==> src/rtl/dsp_sys_arr_pkg.sv <==
// Shared types for the DSP systolic-array datapath.
// Word width is fixed here and used by every buffering stage.
package dsp_sys_arr_pkg;

  localparam int WORD_W = 32;

  typedef logic [WORD_W-1:0] word_t;

endpackage

==> src/rtl/fifo_mem.sv <==
// Storage array for sync_word_fifo.
// Synchronous write port, asynchronous read for first-word-fall-through.
module fifo_mem
  import dsp_sys_arr_pkg::*;
#(
  parameter int SIZE = 16,
  parameter int AW   = 4
) (
  input  logic              CLK,
  input  logic              we,
  input  logic [AW-1:0]     wr_addr,
  input  logic [WORD_W-1:0] wr_data,
  input  logic [AW-1:0]     rd_addr,
  output logic [WORD_W-1:0] rd_data
);

  word_t mem [SIZE];

  // Write the tail entry on an accepted push; contents are not reset.
  always_ff @(posedge CLK) begin
    if (we) begin
      mem[wr_addr] <= wr_data;
    end
  end

  assign rd_data = mem[rd_addr];

endmodule

==> src/rtl/sync_word_fifo.sv <==
// Single-clock first-word-fall-through word FIFO.
// Head word is visible combinationally; occupancy and flags are registered.
module sync_word_fifo
  import dsp_sys_arr_pkg::*;
#(
  parameter int SIZE = 16
) (
  input  logic                   CLK,
  input  logic                   RST,
  input  logic [WORD_W-1:0]      dat_in,
  input  logic                   push,
  input  logic                   pop,
  output logic [WORD_W-1:0]      dat_out,
  output logic                   is_full,
  output logic                   is_empty,
  output logic [$clog2(SIZE):0]  ocp
);

  localparam int PW = $clog2(SIZE);
  localparam int OW = PW + 1;

  logic [PW-1:0]     rd_ptr;
  logic [PW-1:0]     wr_ptr;
  logic [OW-1:0]     cnt;
  logic              push_ok;
  logic              pop_ok;
  logic [WORD_W-1:0] head;

  // Pointers wrap explicitly so non power-of-two depths work.
  function automatic logic [PW-1:0] wrap_inc(
    input logic [PW-1:0] p
  );
    if (p == PW'(SIZE - 1)) begin
      return '0;
    end
    return p + 1'b1;
  endfunction

  // A full FIFO still takes a push when the head leaves in the same cycle.
  assign push_ok = push && (!is_full || pop);
  assign pop_ok  = pop && !is_empty;

  // Pointer and occupancy update; reset wins over any request.
  always_ff @(posedge CLK) begin
    if (RST) begin
      rd_ptr <= '0;
      wr_ptr <= '0;
      cnt    <= '0;
    end else begin
      if (push_ok) begin
        wr_ptr <= wrap_inc(wr_ptr);
      end
      if (pop_ok) begin
        rd_ptr <= wrap_inc(rd_ptr);
      end
      unique case ({push_ok, pop_ok})
        2'b10:   cnt <= cnt + 1'b1;
        2'b01:   cnt <= cnt - 1'b1;
        default: cnt <= cnt;
      endcase
    end
  end

  fifo_mem #(
    .SIZE (SIZE),
    .AW   (PW)
  ) u_mem (
    .CLK     (CLK),
    .we      (push_ok && !RST),
    .wr_addr (wr_ptr),
    .wr_data (dat_in),
    .rd_addr (rd_ptr),
    .rd_data (head)
  );

  assign is_full  = (cnt == OW'(SIZE));
  assign is_empty = (cnt == '0);
  assign ocp      = cnt;
  assign dat_out  = is_empty ? '0 : head;

endmodule

==> config.mk <==
export PLATFORM = sky130hd
export DESIGN_NAME = sync_word_fifo
export DESIGN_NICKNAME = d
export VERILOG_FILES = /design/src/rtl/dsp_sys_arr_pkg.sv /design/src/rtl/fifo_mem.sv /design/src/rtl/sync_word_fifo.sv
export SDC_FILE = /design/constraint.sdc
export NUM_CORES = 1
export LEC_CHECK = 0
export ABC_CLOCK_PERIOD_IN_PS = 5300
export BUFFER_PORTS_ARGS = -buffer_cell sky130_fd_sc_hd__buf_2
export CORE_UTILIZATION = 40
export CTS_BUF_LIST = sky130_fd_sc_hd__clkbuf_8
export DETAILED_ROUTE_END_ITERATION = 12
export MAX_ROUTING_LAYER = met4
export PLACE_DENSITY_LB_ADDON = 0.15
export SLEW_MARGIN = 20
export SYNTH_ARGS = -nofsm -noshare
export SYNTH_HDL_FRONTEND = slang
export SYNTH_SLANG_ARGS = --single-unit
==> constraint.sdc <==
create_clock -name CLK -period 5.3 [get_ports CLK]
set_input_delay 1.06 -clock CLK [delete_from_list [all_inputs] [get_ports CLK]]
set_output_delay 1.06 -clock CLK [all_outputs]
set_load 0.05 [all_outputs]
* Word-level counts from Yosys, hierarchy flattened
Memories as Yosys holds them, arrays and structs flattened. A register that Yosys moved wholly into a read port is not among the register bits.
Cells that the tools add are included.
** Operators by class
- Muxes and demuxes :: 16
- Equal/unequal tests :: 5
- $mul :: 0
- Shifts and indexed selects :: 0
- Add/sub/neg operators :: 4
- Magnitude comparators :: 0
- Reductions and logical operators :: 9
- Div/mod/pow operators :: 0
- Bitwise gates (word level) :: 0
** Operators with widths (count)
- $mux 32 :: 1
- $mux 4 :: 6
- $pmux 5 s2 :: 1
- $add 4x1->4 const B :: 2
- $eq 4x4->1 const B :: 2
- $mux 1 :: 8
- $add 5x1->5 const B :: 1
- $eq 5x5->1 const B :: 1
- $logic_not 5->1 :: 1
- $sub 5x1->5 const B :: 1
- $logic_and 1x1->1 :: 3
- $logic_not 1->1 :: 3
- $eq 2x1->1 const B :: 1
- $eq 2x2->1 const B :: 1
- $reduce_bool 2->1 :: 1
- $logic_or 1x1->1 :: 1
** Word-level totals
- Output and inout bits :: 39
- Memories kept :: 1
- Input bits :: 36
- Bits in latches :: 0
- Logic and storage cells :: 38
- Bits in read-only memories :: 0
- Flip-flop bits (word level) :: 13
- Bits in writable memories :: 512
** Memories
- u_mem.mem :: depth 16, bits a word 32, read ports 1, clocked after Yosys merged registers in 1, write ports 1, RTL line fifo_mem.sv:17 : word_t mem [SIZE];

* Depth between registers and ports, before layout
Gate-level depths: netlist of run 1.
- Depth after elaboration :: 8
- Depth in mapped cells :: 11
- Depth with buffers taken out :: 9

* Cells and area by module
Synthesis of run 1 repeated with hierarchy kept, for this count alone.
** Second synthesis, totals
- Cells, all modules :: 929
- Area total of the unflattened synthesis :: 20193.1 um^2
** Modules (own cells, without submodules)
- fifo_mem :: seq. area each 15374.7 um^2, area each 19213.4 um^2, cells an instance 806, times used 1
- sync_word_fifo :: seq. area each 260.2 um^2, area each 979.7 um^2, cells an instance 123, times used 1

* Worst setup path before layout of run 1
Ideal clock, no wire load.
- Path type :: register -> register
- Start :: reg cnt[0], in the netlist ocp[0]
- End :: mem u_mem.mem[3][0] (netlist bit), enable pin
- Arrival :: 4.490 ns
- Path slack :: 0.308 ns
- Buffers on the path :: 2
- Setup time :: 0.502 ns
- Stages on the path, launching flop included :: 7
- Clock period less this slack :: 4.992 ns
- Data required time :: 4.798 ns
- Cell sequence :: dfxtp_1 -> or4_4 -> buf_6 -> o31a_1 -> buf_6 -> inv_2 -> nor4_1
** On the way
- Cells in the longest elaborated chain, start to end :: 7
** Ends and longest elaborated chain
- from (decl) :: RTL line sync_word_fifo.sv:24 : logic [OW-1:0] cnt;
- from (signal assigned) :: RTL line sync_word_fifo.sv:57 : 2'b10: cnt <= cnt + 1'b1;
- from (signal assigned) :: RTL line sync_word_fifo.sv:58 : 2'b01: cnt <= cnt - 1'b1;
- from (signal assigned) :: RTL line sync_word_fifo.sv:59 : default: cnt <= cnt;
- $eq 5x5->1 :: RTL line sync_word_fifo.sv:76 : assign is_full = (cnt == OW'(SIZE));
- $logic_not 1->1 :: RTL line sync_word_fifo.sv:40 : assign push_ok = push && (!is_full || pop);
- $logic_or 1x1->1 :: RTL line sync_word_fifo.sv:40
- $logic_and 1x1->1 :: RTL line sync_word_fifo.sv:40
- $logic_and 1x1->1 :: RTL line sync_word_fifo.sv:69 : .we (push_ok && !RST),
- $mux 1 :: RTL line fifo_mem.sv:21 : if (we) begin
- $mux 1 (not written as such) :: RTL line fifo_mem.sv:22 : mem[wr_addr] <= wr_data;
- to (decl) :: RTL line fifo_mem.sv:17
Every way passes these cells.

* Final worst setup path of run 1
- Start :: reg cnt[0], in the netlist ocp[0]
- End :: out dat_out[23]
** On the way
- Cells in the longest elaborated chain, start to end :: 2
** Ends and longest elaborated chain
- $logic_not 5->1 :: RTL line sync_word_fifo.sv:77 : assign is_empty = (cnt == '0);
- $mux 32 :: RTL line sync_word_fifo.sv:79 : assign dat_out = is_empty ? '0 : head;
- to (decl) :: RTL line sync_word_fifo.sv:13 : output logic [WORD_W-1:0] dat_out,
Every way passes these cells.

==> summary.md, run 1 <==
| Metric | Value |
|---|---|
| Drt total wl | `45,000 um` |
| Leakage dissipation | `0.00737 uW` |
| Most instantiated flip-flop cell in the synthesis netlist | `edfxtp_1` |
| Number of instances in the synthesized netlist | `900` |
| Most used standard cell by instance count after synthesis | `edfxtp_1` |
| Starting DRC count in detailed routing | `674` |
| Maximum number of pins on one net before global-route repair | `59` |
| Detailed-router iteration count before antenna repair | `5` |
| Antenna violation net count after detailed routing | `0` |
| Final hold violation count | `0` |
| Post-CTS setup repair buffer count | `0` |
| Power density normalized to cell area | `approximately 460 nW/um^2` |
| Placer congestion estimate | `0.697` |
| Critical Path Source Type | `register` |
| Largest fanout on the critical path | `17` |
| Area delta synth->final | `14.3%` |
| Sequential area share after synthesis | `0.769` |
| Share of the clock period used by the worst path after layout | `0.825` |
| Synthesis Warnings | `0` |
| Clock slew seen by the registers of the worst setup and hold paths | `0.06 ns` |
| Die outline area | `52,000 um^2` |
| Highest ir drop seen on vdd | `0.000345 V` |
| Cell area after synthesis | `20,400 um^2` |
| Achievable Freq | `~230 MHz` |
| Adder-Cell Fraction of Synth Area | `0.00649` |
| GRT overflow | `0` |
| Area fraction in compound gates after synthesis | `0.0236` |
| Non-filler cells in the finished layout | `1,789` |
| Cells taking the most area after synthesis | `edfxtp_1 (75%), mux4_2 (14%), mux2_2 (1.8%)` |
| Top cells by instance count after synthesis | `edfxtp_1 (512), mux4_2 (128), a221o_1 (32), mux2_2 (32), nor2b_1 (22)` |
| Number of violations of the max-capacitance limit | `0` |
| Min-Delay Path Class | `reg2reg` |
| Via density | `5.30` |
| Via Count | `9,488` |
| Number of buffers created by CTS | `87` |
| Area inside the core boundary | `50,300 um^2` |
| Number of hold buffers added after CTS | `0` |
| Number of synthesized flops with an enable pin | `512` |
| Most area-hungry cell type in the Yosys netlist | `edfxtp_1` |
| Starting utilization of the core area | `0.407` |
| Top-Level Pins | `75` |
| TritonCTS clock tree | `built` |
| Height of the die | `228 um` |
| Global-route wire length before repair | `66,800 um` |
| Signal arrival time at the worst endpoint | `between 3 and 4 ns` |
| TritonCTS Sinks | `529` |
| Layout cells sized above 1 | `0.368` |
| Number of antenna violations at the first check in global routing | `1` |
| Xor/xnor share of the synthesized area | `0.00129` |
| Worst slew pin tran | `0.937 ns` |
| Routed wire per std cell | `~25 um` |
| Latest clock arrival within the worst-skew pair | `0.66 ns` |
| Buffer levels on the longest clock path | `3` |
| Post-Synthesis Mean Instance Area | `22.7 um^2` |
| Die span in x | `about 230 um` |
| Post-Syn Nets | `about 950` |
| Flip-flop and latch count after synthesis | `529` |
| IO buf count | `74` |
| Post-cts gate resize count | `0` |
| Library cells used by synthesis | `47` |
| Number of filler cells placed in the layout | `between 4,000 and 5,000` |
| Synth top area share | `0.752` |
| HPWL Detailed | `24,900 um` |
| Unrepaired setup endpoints after global routing | `no` |
| Area share of and/or/nand/nor cells after synthesis | `0.0245` |
| Final min period | `4.37 ns` |
| Final count of negative-setup-slack endpoints | `0` |
| Root Buffer Master | `clkbuf_8` |
| Post-route clock skew | `between 0.03 and 0.04 ns` |
| Aggregate global-route resource usage | `0.183` |
| DRC Markers | `0` |
| Accumulated negative setup slack | `0 ns` |
| Via count of the first global-routing pass | `10,100` |
| Outcome | `finished clean` |
| Asr flop ratio synth | `0` |
| Classification of the worst setup path | `reg2out` |
| Mux share of post-synthesis cell area | `0.160` |
| Antenna Cells | `0` |
| Number of levels the H-tree was split into | `3` |
| Placed Cells | `roughly 1,600` |
| Worst-case headroom to the max-slew limit | `0.374` |
| Endpoint required time on the critical path | `4.24 ns` |
| Net count, final | `1,098` |
| Max Transition Viols Final | `0` |
| Critical path endpoint category | `output pin` |
| Largest family of logic cells by synthesized area | `multiplexers` |
| Std cell rows | `82` |
-- cell type report --
type / count / area, um^2 / area share
Tap cell: 672 / 841 / 0.0360
Timing Repair Buffer: 111 / 711 / 0.0304
Sequential cell: 529 / 15700 / 0.673
Inverter: 7 / 26.3 / 0.00112
Multi-Input combinational cell: 316 / 4520 / 0.194
Clock inverter: 66 / 329 / 0.0141
Clock buffer: 88 / 1210 / 0.0518
-- where the power goes --
| group | switching, uW | internal [uW] |
|---|---|---|
| logic | 1650 | 1000 |
| clock network | 1580 | 1640 |
| registers | 146 | 4660 |
| total | 3370 | 7300 |
-- cells by family (layout without fill, tap and decap cells) --
family / after synthesis / in the layout
buf+inv: 55 / 272
xor+xnor: 3 / 3
compound gates: 55 / 55
mux: 162 / 162
simple gates: 86 / 86
flops: 529 / 529
fa+ha+maj: 10 / 10
-- sequential cells by signal, indices dropped and copies added (netlist names), named ones only --
name,flops
ocp,5
wr_ptr,4
rd_ptr,4
u_mem.mem,512
-- per-layer routing --
layer	part of all wire	track usage	wire (um)	vias to the layer above
li1	-	-	-	4127
met1	0.44	0.241	20000	5067
met2	0.49	0.286	22100	217
met3	0.041	0.0349	1830	77
met4	0.022	0.0600	979	0
met5	0	-	0	-
-- placed cells by master (no fill, tap or decap), types with 2 or more instances in the layout --
master      instances
edfxtp_1          512
mux4_2            128
clkbuf_8           88
buf_2              74
mux2_2             32
a221o_1            32
buf_4              32
inv_1              29
clkinv_1           27
nor2b_1            22
dfxtp_1            14
nor2_4             11
nor2b_2            10
nor2_1             10
a21oi_1            10
clkinv_2           10
ha_1                9
nand2_1             8
nor3_2              6
buf_12              5
nand3b_1            3
nand3_1             3
or3_1               3
o21ai_0             3
dfxtp_4             3
clkinvlp_4          3
nand2b_1            2
mux2i_1             2
xor2_1              2
bufinv_16           2
-- critical path: stages (launching register included) --
cell and delay [ns]:
dfxtp_1 0.36, or4_4 0.62, o211ai_4 0.64, buf_4 0.41
nor2b_1 0.08, a221o_1 0.30, buf_2 0.22
-- metrics by stage --
stage                      util  area, um^2  total power [uW]  setup slack [ns]  hold slack (ns)
after floorplan               -       20400              6900             0.308            0.472
after global placement    0.434       21800              7600              1.59            0.485
after detailed placement  0.434       21800              7600              1.54            0.492
after CTS                 0.465       23400             10800             0.802            0.511
after global routing      0.465       23400             11100             0.767            0.554
final                     0.465       23400             10700             0.928            0.505
-- final timing paths --
check	startpoint	endpoint	slack, ns	depth (start not counted)
setup / recovery	ocp[0]	dat_out[23]	0.93	6
hold / removal	rd_ptr[0]	register	0.51	2
hold reg to reg	rd_ptr[0]	register	0.51	2
setup reg to reg	ocp[0]	ocp[4]	2.10	9
No activity file was read; power rests on OpenSTA's default activity.
==> run 2, diff against run 1 <==
--- a/config.mk
+++ b/config.mk
@@ -5,7 +5,7 @@
 export SDC_FILE = /design/constraint.sdc
 export NUM_CORES = 1
 export LEC_CHECK = 0
-export ABC_CLOCK_PERIOD_IN_PS = 5300
+export ABC_CLOCK_PERIOD_IN_PS = 4000
 export BUFFER_PORTS_ARGS = -buffer_cell sky130_fd_sc_hd__buf_2
 export CORE_UTILIZATION = 40
 export CTS_BUF_LIST = sky130_fd_sc_hd__clkbuf_8
==> constraint.sdc (replaced) <==
create_clock -name CLK -period 4 [get_ports CLK]
set_input_delay 0.8 -clock CLK [delete_from_list [all_inputs] [get_ports CLK]]
set_output_delay 0.8 -clock CLK [all_outputs]
set_load 0.05 [all_outputs]
==> run 2 against run 1 <==
Compared with the run above:
- routed wire length shrank 1.8%
- sequential power increased by 31%
- register-to-register slack worse by 1.3 ns
- total power is 33% higher
- worst hold slack gained 0.0016 ns
- flip-flop and latch count stayed put
- utilization is 0.30 points higher
- critical path type unchanged
- largest cell class unchanged
==> summary.md, run 2 (synthesis results as in run 1) <==
| Metric | Value |
|---|---|
| Outcome | `finished clean` |
| Standard cell with the maximum stage delay on the critical path | `nor2_4` |
| Top cell by count, worst path | `nor2_4` |
| Number of antenna violations at the first check in global routing | `3` |
| Global-route wire length before repair | `66,400 um` |
| Depth of the worst register-to-register path | `9` |
| Placement-stage cell area | `21,900 um^2` |
| Via density | `5.26` |
| Area taken by flip-flops and latches | `between 15,000 and 20,000 um^2` |
| Biggest cell delay along the critical path | `0.61 ns` |
| Launch instance of the worst register-to-register path | `ocp[0]` |
| Classification of the worst setup path | `reg2out` |
| Height of the die | `228 um` |
| Critical Path Source Type | `register` |
| Buffer levels on the longest clock path | `3` |
| Maximum number of pins on one net before global-route repair | `68` |
| HPWL Detailed | `23,800 um` |
| Min-Delay Path Class | `reg2reg` |
| Max Transition Viols Final | `0` |
| Final count of negative-setup-slack endpoints | `0` |
| Most frequent standard cell in the layout excluding fill and tap cells | `edfxtp_1` |
| Accumulated negative setup slack | `0 ns` |
| Leakage dissipation | `between 0.007 and 0.008 uW` |
| Die outline area | `52,000 um^2` |
| Via count of the first global-routing pass | `just over 10,000` |
| Via Count | `9,402` |
| Detailed-router iteration count before antenna repair | `5` |
| Final min period | `3.79 ns` |
| Net count, final | `~1,100` |
| Worst-case headroom to the max-slew limit | `0.473` |
| Highest ir drop seen on vdd | `0.000344 V` |
| Post-cts gate resize count | `0` |
| Min Hold Slack | `approximately 0.5 ns` |
| Post-CTS setup repair buffer count | `0` |
| Antenna violation net count after detailed routing | `0` |
| Area occupied by multi-input gates | `4560 um^2` |
| TritonCTS clock tree | `built` |
| GRT overflow | `0` |
| Worst setup slack for register-to-register paths | `0.83 ns` |
| Signal arrival time at the worst endpoint | `2.99 ns` |
| Placer congestion estimate | `0.711` |
| Flip-flop count of the largest register after layout | `512` |
| Aggregate global-route resource usage | `0.180` |
| IO buf count | `74` |
| Starting DRC count in detailed routing | `638` |
| Hold path depth | `2` |
| Number of hold buffers added after CTS | `0` |
| Largest fanout on the critical path | `18` |
| Final instance area | `23,500 um^2` |
| Register bank with the most flops | `u_mem.mem` |
| Share of the clock period used by the worst path after layout | `0.948` |
| Root Buffer Master | `clkbuf_8` |
| DRC Markers | `0` |
| CP Cell Sequence | `or4_4 > nor2_4 > nor2_4 > buf_4 > a221o_1 > buf_2` |
| Starting utilization of the core area | `0.407` |
| Achievable Freq | `264 MHz` |
| TritonCTS Sinks | `~530` |
| Endpoint required time on the critical path | `roughly 3.2 ns` |
| Cell class contributing the biggest share of worst-path delay | `simple AND/OR/NAND/NOR gates` |
| Most frequent cells in the layout | `edfxtp_1 (512), mux4_2 (128), clkbuf_8 (91)` |
| Die span in x | `228 um` |
| Final hold violation count | `0` |
| Area inside the core boundary | `about 50,000 um^2` |
| CP Buf/Inv Count | `2` |
| Number of violations of the max-capacitance limit | `0` |
| Number of filler cells placed in the layout | `4,237` |
| Clock slew seen by the registers of the worst setup and hold paths | `0.06 ns` |
| Post-route clock skew | `0.0266 ns` |
| Layout cells sized above 1 | `0.370` |
| Number of buffers created by CTS | `90` |
| Latest clock arrival within the worst-skew pair | `0.65 ns` |
| Worst slew pin tran | `0.789 ns` |
| Power density normalized to cell area | `605 nW/um^2` |
| Area delta synth->final | `15.0%` |
| Std cell rows | `82` |
| Drt total wl | `44,200 um` |
| Top-Level Pins | `75` |
| Fraction of the core area covered by cells at the end of the flow | `0.468` |
| Critical path endpoint category | `output pin` |
| Crit Reg-Reg Endpoint | `ocp[4]` |
| Unrepaired setup endpoints after global routing | `no` |
| Worst min-delay path startpoint | `rd_ptr[3]` |
| Number of levels the H-tree was split into | `3` |
| Routed wire per std cell | `24.7 um` |
run 2: cell count changes in the layout (fill, tap and decap cells not counted), moves of 3 or more:
cell / before / now
inv_1: 29 / 25
buf_12: 5 / 12
clkbuf_8: 88 / 91
diode_2: 0 / 3
clkinv_2: 10 / 7
buf_4: 32 / 24
nor3_4: 0 / 4
nor3_2: 6 / 2
run 2: worst max-delay path by stage:
stage / startpoint / endpoint / slack (ns) / cells past startpoint
after floorplan: ocp[0] / u_mem.mem[11][0] / -0.10 / 6
after global placement: ocp[0] / dat_out[0] / 0.81 / 6
after detailed placement: ocp[0] / dat_out[0] / 0.80 / 6
after CTS: ocp[0] / dat_out[0] / 0.07 / 6
after global routing: ocp[0] / dat_out[4] / 0.02 / 6
final: ocp[0] / dat_out[4] / 0.21 / 6
run 2: metrics by stage:
step	power, uW	setup WS, ns	cells
floorplan	9150	-0.102	900
detailed placement	10100	0.801	1634
CTS	14500	0.0672	1784
global route	14800	0.0190	1787
global placement	10100	0.808	1634
finish	14200	0.209	1787
run 2: area by class of cell:
cell class | instances | share of cell area
Clock inverter | 59 | 0.0134
Inverter | 7 | 0.00112
Antenna cell | 3 | 0.000319
Timing Repair Buffer | 110 | 0.0336
Clock buffer | 91 | 0.0533
Tap cell | 672 | 0.0358
Multi-Input combinational cell | 316 | 0.194
Sequential cell | 529 | 0.669
run 2: report_power, final:
part           switching, uW  internal (uW)  total [uW]  leakage, uW
logic                   2270           1340        3610      0.00176
registers                112           6170        6290      0.00475
clock network           2100           2230        4340     0.000870
run 2: layer usage:
metal | GRT usage | vias up | share of wire
met5 | - | - | 0
met4 | 0.0621 | 0 | 0.020
met3 | 0.0351 | 70 | 0.041
met2 | 0.289 | 189 | 0.50
met1 | 0.229 | 5014 | 0.44
li1 | - | 4129 | -
run 2: worst min-delay path, delay by kind of cell, from the launching register on:
kind | cells | cell delay, ns
flip-flops | 1 | 0.32
AO/OA/AOI/OAI | 2 | 0.14
==> run 3, diff against run 2 <==
--- a/config.mk
+++ b/config.mk
@@ -5,7 +5,7 @@
 export SDC_FILE = /design/constraint.sdc
 export NUM_CORES = 1
 export LEC_CHECK = 0
-export ABC_CLOCK_PERIOD_IN_PS = 4000
+export ABC_CLOCK_PERIOD_IN_PS = 4240
 export BUFFER_PORTS_ARGS = -buffer_cell sky130_fd_sc_hd__buf_2
 export CORE_UTILIZATION = 40
 export CTS_BUF_LIST = sky130_fd_sc_hd__clkbuf_8
==> constraint.sdc (replaced) <==
create_clock -name CLK -period 4.24 [get_ports CLK]
set_input_delay 0.848 -clock CLK [delete_from_list [all_inputs] [get_ports CLK]]
set_output_delay 0.848 -clock CLK [all_outputs]
set_load 0.05 [all_outputs]
==> run 3 against run 2 <==
Compared with the run above:
- cell count grew 0.11%
- flip-flop and latch count is the same
- sequential power shrank 5.4%
- non-clock buffer count grew 3
- clock power shrank 5.3%
- worst hold slack gained 0.0038 ns
- critical path depth shrank 1
- die area is the same
- clock-buffer cell count grew 5
- routed wire length grew 2.3%
- largest cell class unchanged
==> summary.md, run 3 (synthesis results as in run 1) <==
| Metric | Value |
|---|---|
| Clock slew seen by the registers of the worst setup and hold paths | `0.06 ns` |
| Share of the clock period used by the worst path after layout | `0.925` |
| Maximum number of pins on one net before global-route repair | `49` |
| Switching Fraction | `0.313` |
| GRT overflow | `0` |
| Most frequent cells in the layout | `edfxtp_1 (512), mux4_2 (128), clkbuf_8 (96)` |
| Starting utilization of the core area | `0.407` |
| Biggest cell delay along the critical path | `between 0.9 and 1 ns` |
| Number of violations of the max-capacitance limit | `0` |
| Register share of total power | `0.441` |
| Placement-stage cell area | `21,900 um^2` |
| Post-route clock skew | `0.0141 ns` |
| Clock share of power | `0.305` |
| Detailed-router iteration count before antenna repair | `8` |
| Flip-flop count of the largest register after layout | `roughly 510` |
| Via density | `5.34` |
| Largest fanout on the critical path | `48` |
| Achievable Freq | `255 MHz` |
| Area inside the core boundary | `50,300 um^2` |
| Buffer levels on the longest clock path | `3` |
| Unrepaired setup endpoints after global routing | `no` |
| Via count of the first global-routing pass | `10,100` |
| Number of buffers created by CTS | `87` |
| CP Cell Sequence | `buf_4 > mux4_2 > mux2_2 > a221o_1 > buf_2` |
| Max Transition Viols Final | `0` |
| Final min period | `3.92 ns` |
| Endpoint required time on the critical path | `between 3 and 4 ns` |
| Outcome | `finished clean` |
| Number of antenna violations at the first check in global routing | `3` |
| Aggregate global-route resource usage | `0.183` |
| Post-CTS setup repair buffer count | `0` |
| Register bank with the most flops | `u_mem.mem` |
| Final hold violation count | `0` |
| Worst setup slack for register-to-register paths | `between 0.9 and 1 ns` |
| Most frequent standard cell in the layout excluding fill and tap cells | `edfxtp_1` |
| Antenna violation net count after detailed routing | `0` |
| Standard cell with the maximum stage delay on the critical path | `dfxtp_4` |
| Switching Power | `4220 uW` |
| Worst setup path endpoint | `dat_out[15]` |
| Classification of the worst setup path | `reg2out` |
| Final count of negative-setup-slack endpoints | `0` |
| TritonCTS clock tree | `built` |
| Net count, final | `1,100` |
| Launch instance of the worst register-to-register path | `ocp[0]` |
| Crit Reg-Reg Endpoint | `ocp[4]` |
| Signal arrival time at the worst endpoint | `3.07 ns` |
| Root Buffer Master | `clkbuf_8` |
| Non-filler cells in the finished layout | `1,789` |
| Die span in x | `228 um` |
| Number of levels the H-tree was split into | `3` |
| Internal power consumption | `~9300 uW` |
| HPWL Detailed | `23,700 um` |
| Min-Delay Path Class | `reg2reg` |
| Final instance area | `~23,000 um^2` |
| Layout cells sized above 1 | `0.375` |
| Power density normalized to cell area | `~570 nW/um^2` |
| Std cell rows | `82` |
| Global-route wire length before repair | `66,600 um` |
| TritonCTS Sinks | `529` |
| Latest clock arrival within the worst-skew pair | `0.64 ns` |
| Placed Cells | `1,637` |
| Number of hold buffers added after CTS | `0` |
| Leakage dissipation | `0.00743 uW` |
| Worst slew pin tran | `0.897 ns` |
| Logic pwr share | `0.254` |
| Placer congestion estimate | `0.711` |
| Drt total wl | `45,200 um` |
| Die outline area | `52,000 um^2` |
| DRC Markers | `0` |
| Depth of the worst register-to-register path | `9` |
| Post-cts gate resize count | `0` |
| Area delta synth->final | `14.8%` |
| Routed wire per std cell | `around 25 um` |
| Highest ir drop seen on vdd | `0.000448 V` |
| Accumulated negative setup slack | `0 ns` |
| Starting DRC count in detailed routing | `755` |
| Critical Path Source Type | `register` |
| Height of the die | `228 um` |
| Via Count | `9,561` |
| Worst-case headroom to the max-slew limit | `0.402` |
| Top-Level Pins | `75` |
| Critical path endpoint category | `output pin` |
| IO buf count | `74` |
==> run 3: stage by stage <==
step	total power (uW)	util	hold WS (ns)	worst slack, ns
floorplan	8630	-	0.472	0.0999
global placement	9530	0.435	0.491	0.924
detailed placement	9530	0.435	0.502	0.929
CTS	13700	0.467	0.505	0.195
global route	14100	0.467	0.518	0.156
finish	13500	0.467	0.511	0.318
==> run 3: how the worst min path moves through the flow <==
stage,from,depth (start not counted),slack (ns),end
6_report,rd_ptr[3],2,0.51,register
5_1_grt,dat_in[3],1,0.52,u_mem.mem[6][3]
4_1_cts,dat_in[3],1,0.51,u_mem.mem[6][3]
3_5_place_dp,rd_ptr[3],2,0.50,register
3_3_place_gp,rd_ptr[3],2,0.49,register
2_1_floorplan,rd_ptr[3],2,0.47,register
==> run 3: area by class of cell <==
type / instances / area (um^2)
sequential: 529 / 15700
inverter: 7 / 26.3
antenna: 3 / 7.51
fill: 4259 / 26800
timing repair buffer: 113 / 751
clock inverter: 53 / 272
multi-input combinational: 316 / 4530
tap: 672 / 841
clock buffer: 96 / 1320
==> run 3: critical path: cells and delay by family, from the launching register on <==
kind                   cells  cell delay, ns
DFF                        1            0.94
muxes                      2            0.58
AOI/OAI and AO/OA          1            0.31
buffers and inverters      2            0.56
==> run 3: power groups by stage <==
| stage | registers [uW] | logic, uW | clock network [uW] |
|---|---|---|---|
| final | 5950 | 3420 | 4110 |
| after global routing | 5970 | 3610 | 4480 |
| after CTS | 5960 | 3480 | 4250 |
| after detailed placement | 6060 | 3460 | 0 |
| after global placement | 6060 | 3460 | 0 |
| after floorplan | 6040 | 2590 | 0 |
==> run 3: routing by layer <==
| layer | track usage | share of wire |
|---|---|---|
| met5 | - | 0 |
| met4 | 0.0514 | 0.015 |
| met3 | 0.0413 | 0.053 |
| met2 | 0.284 | 0.50 |
| met1 | 0.242 | 0.44 |
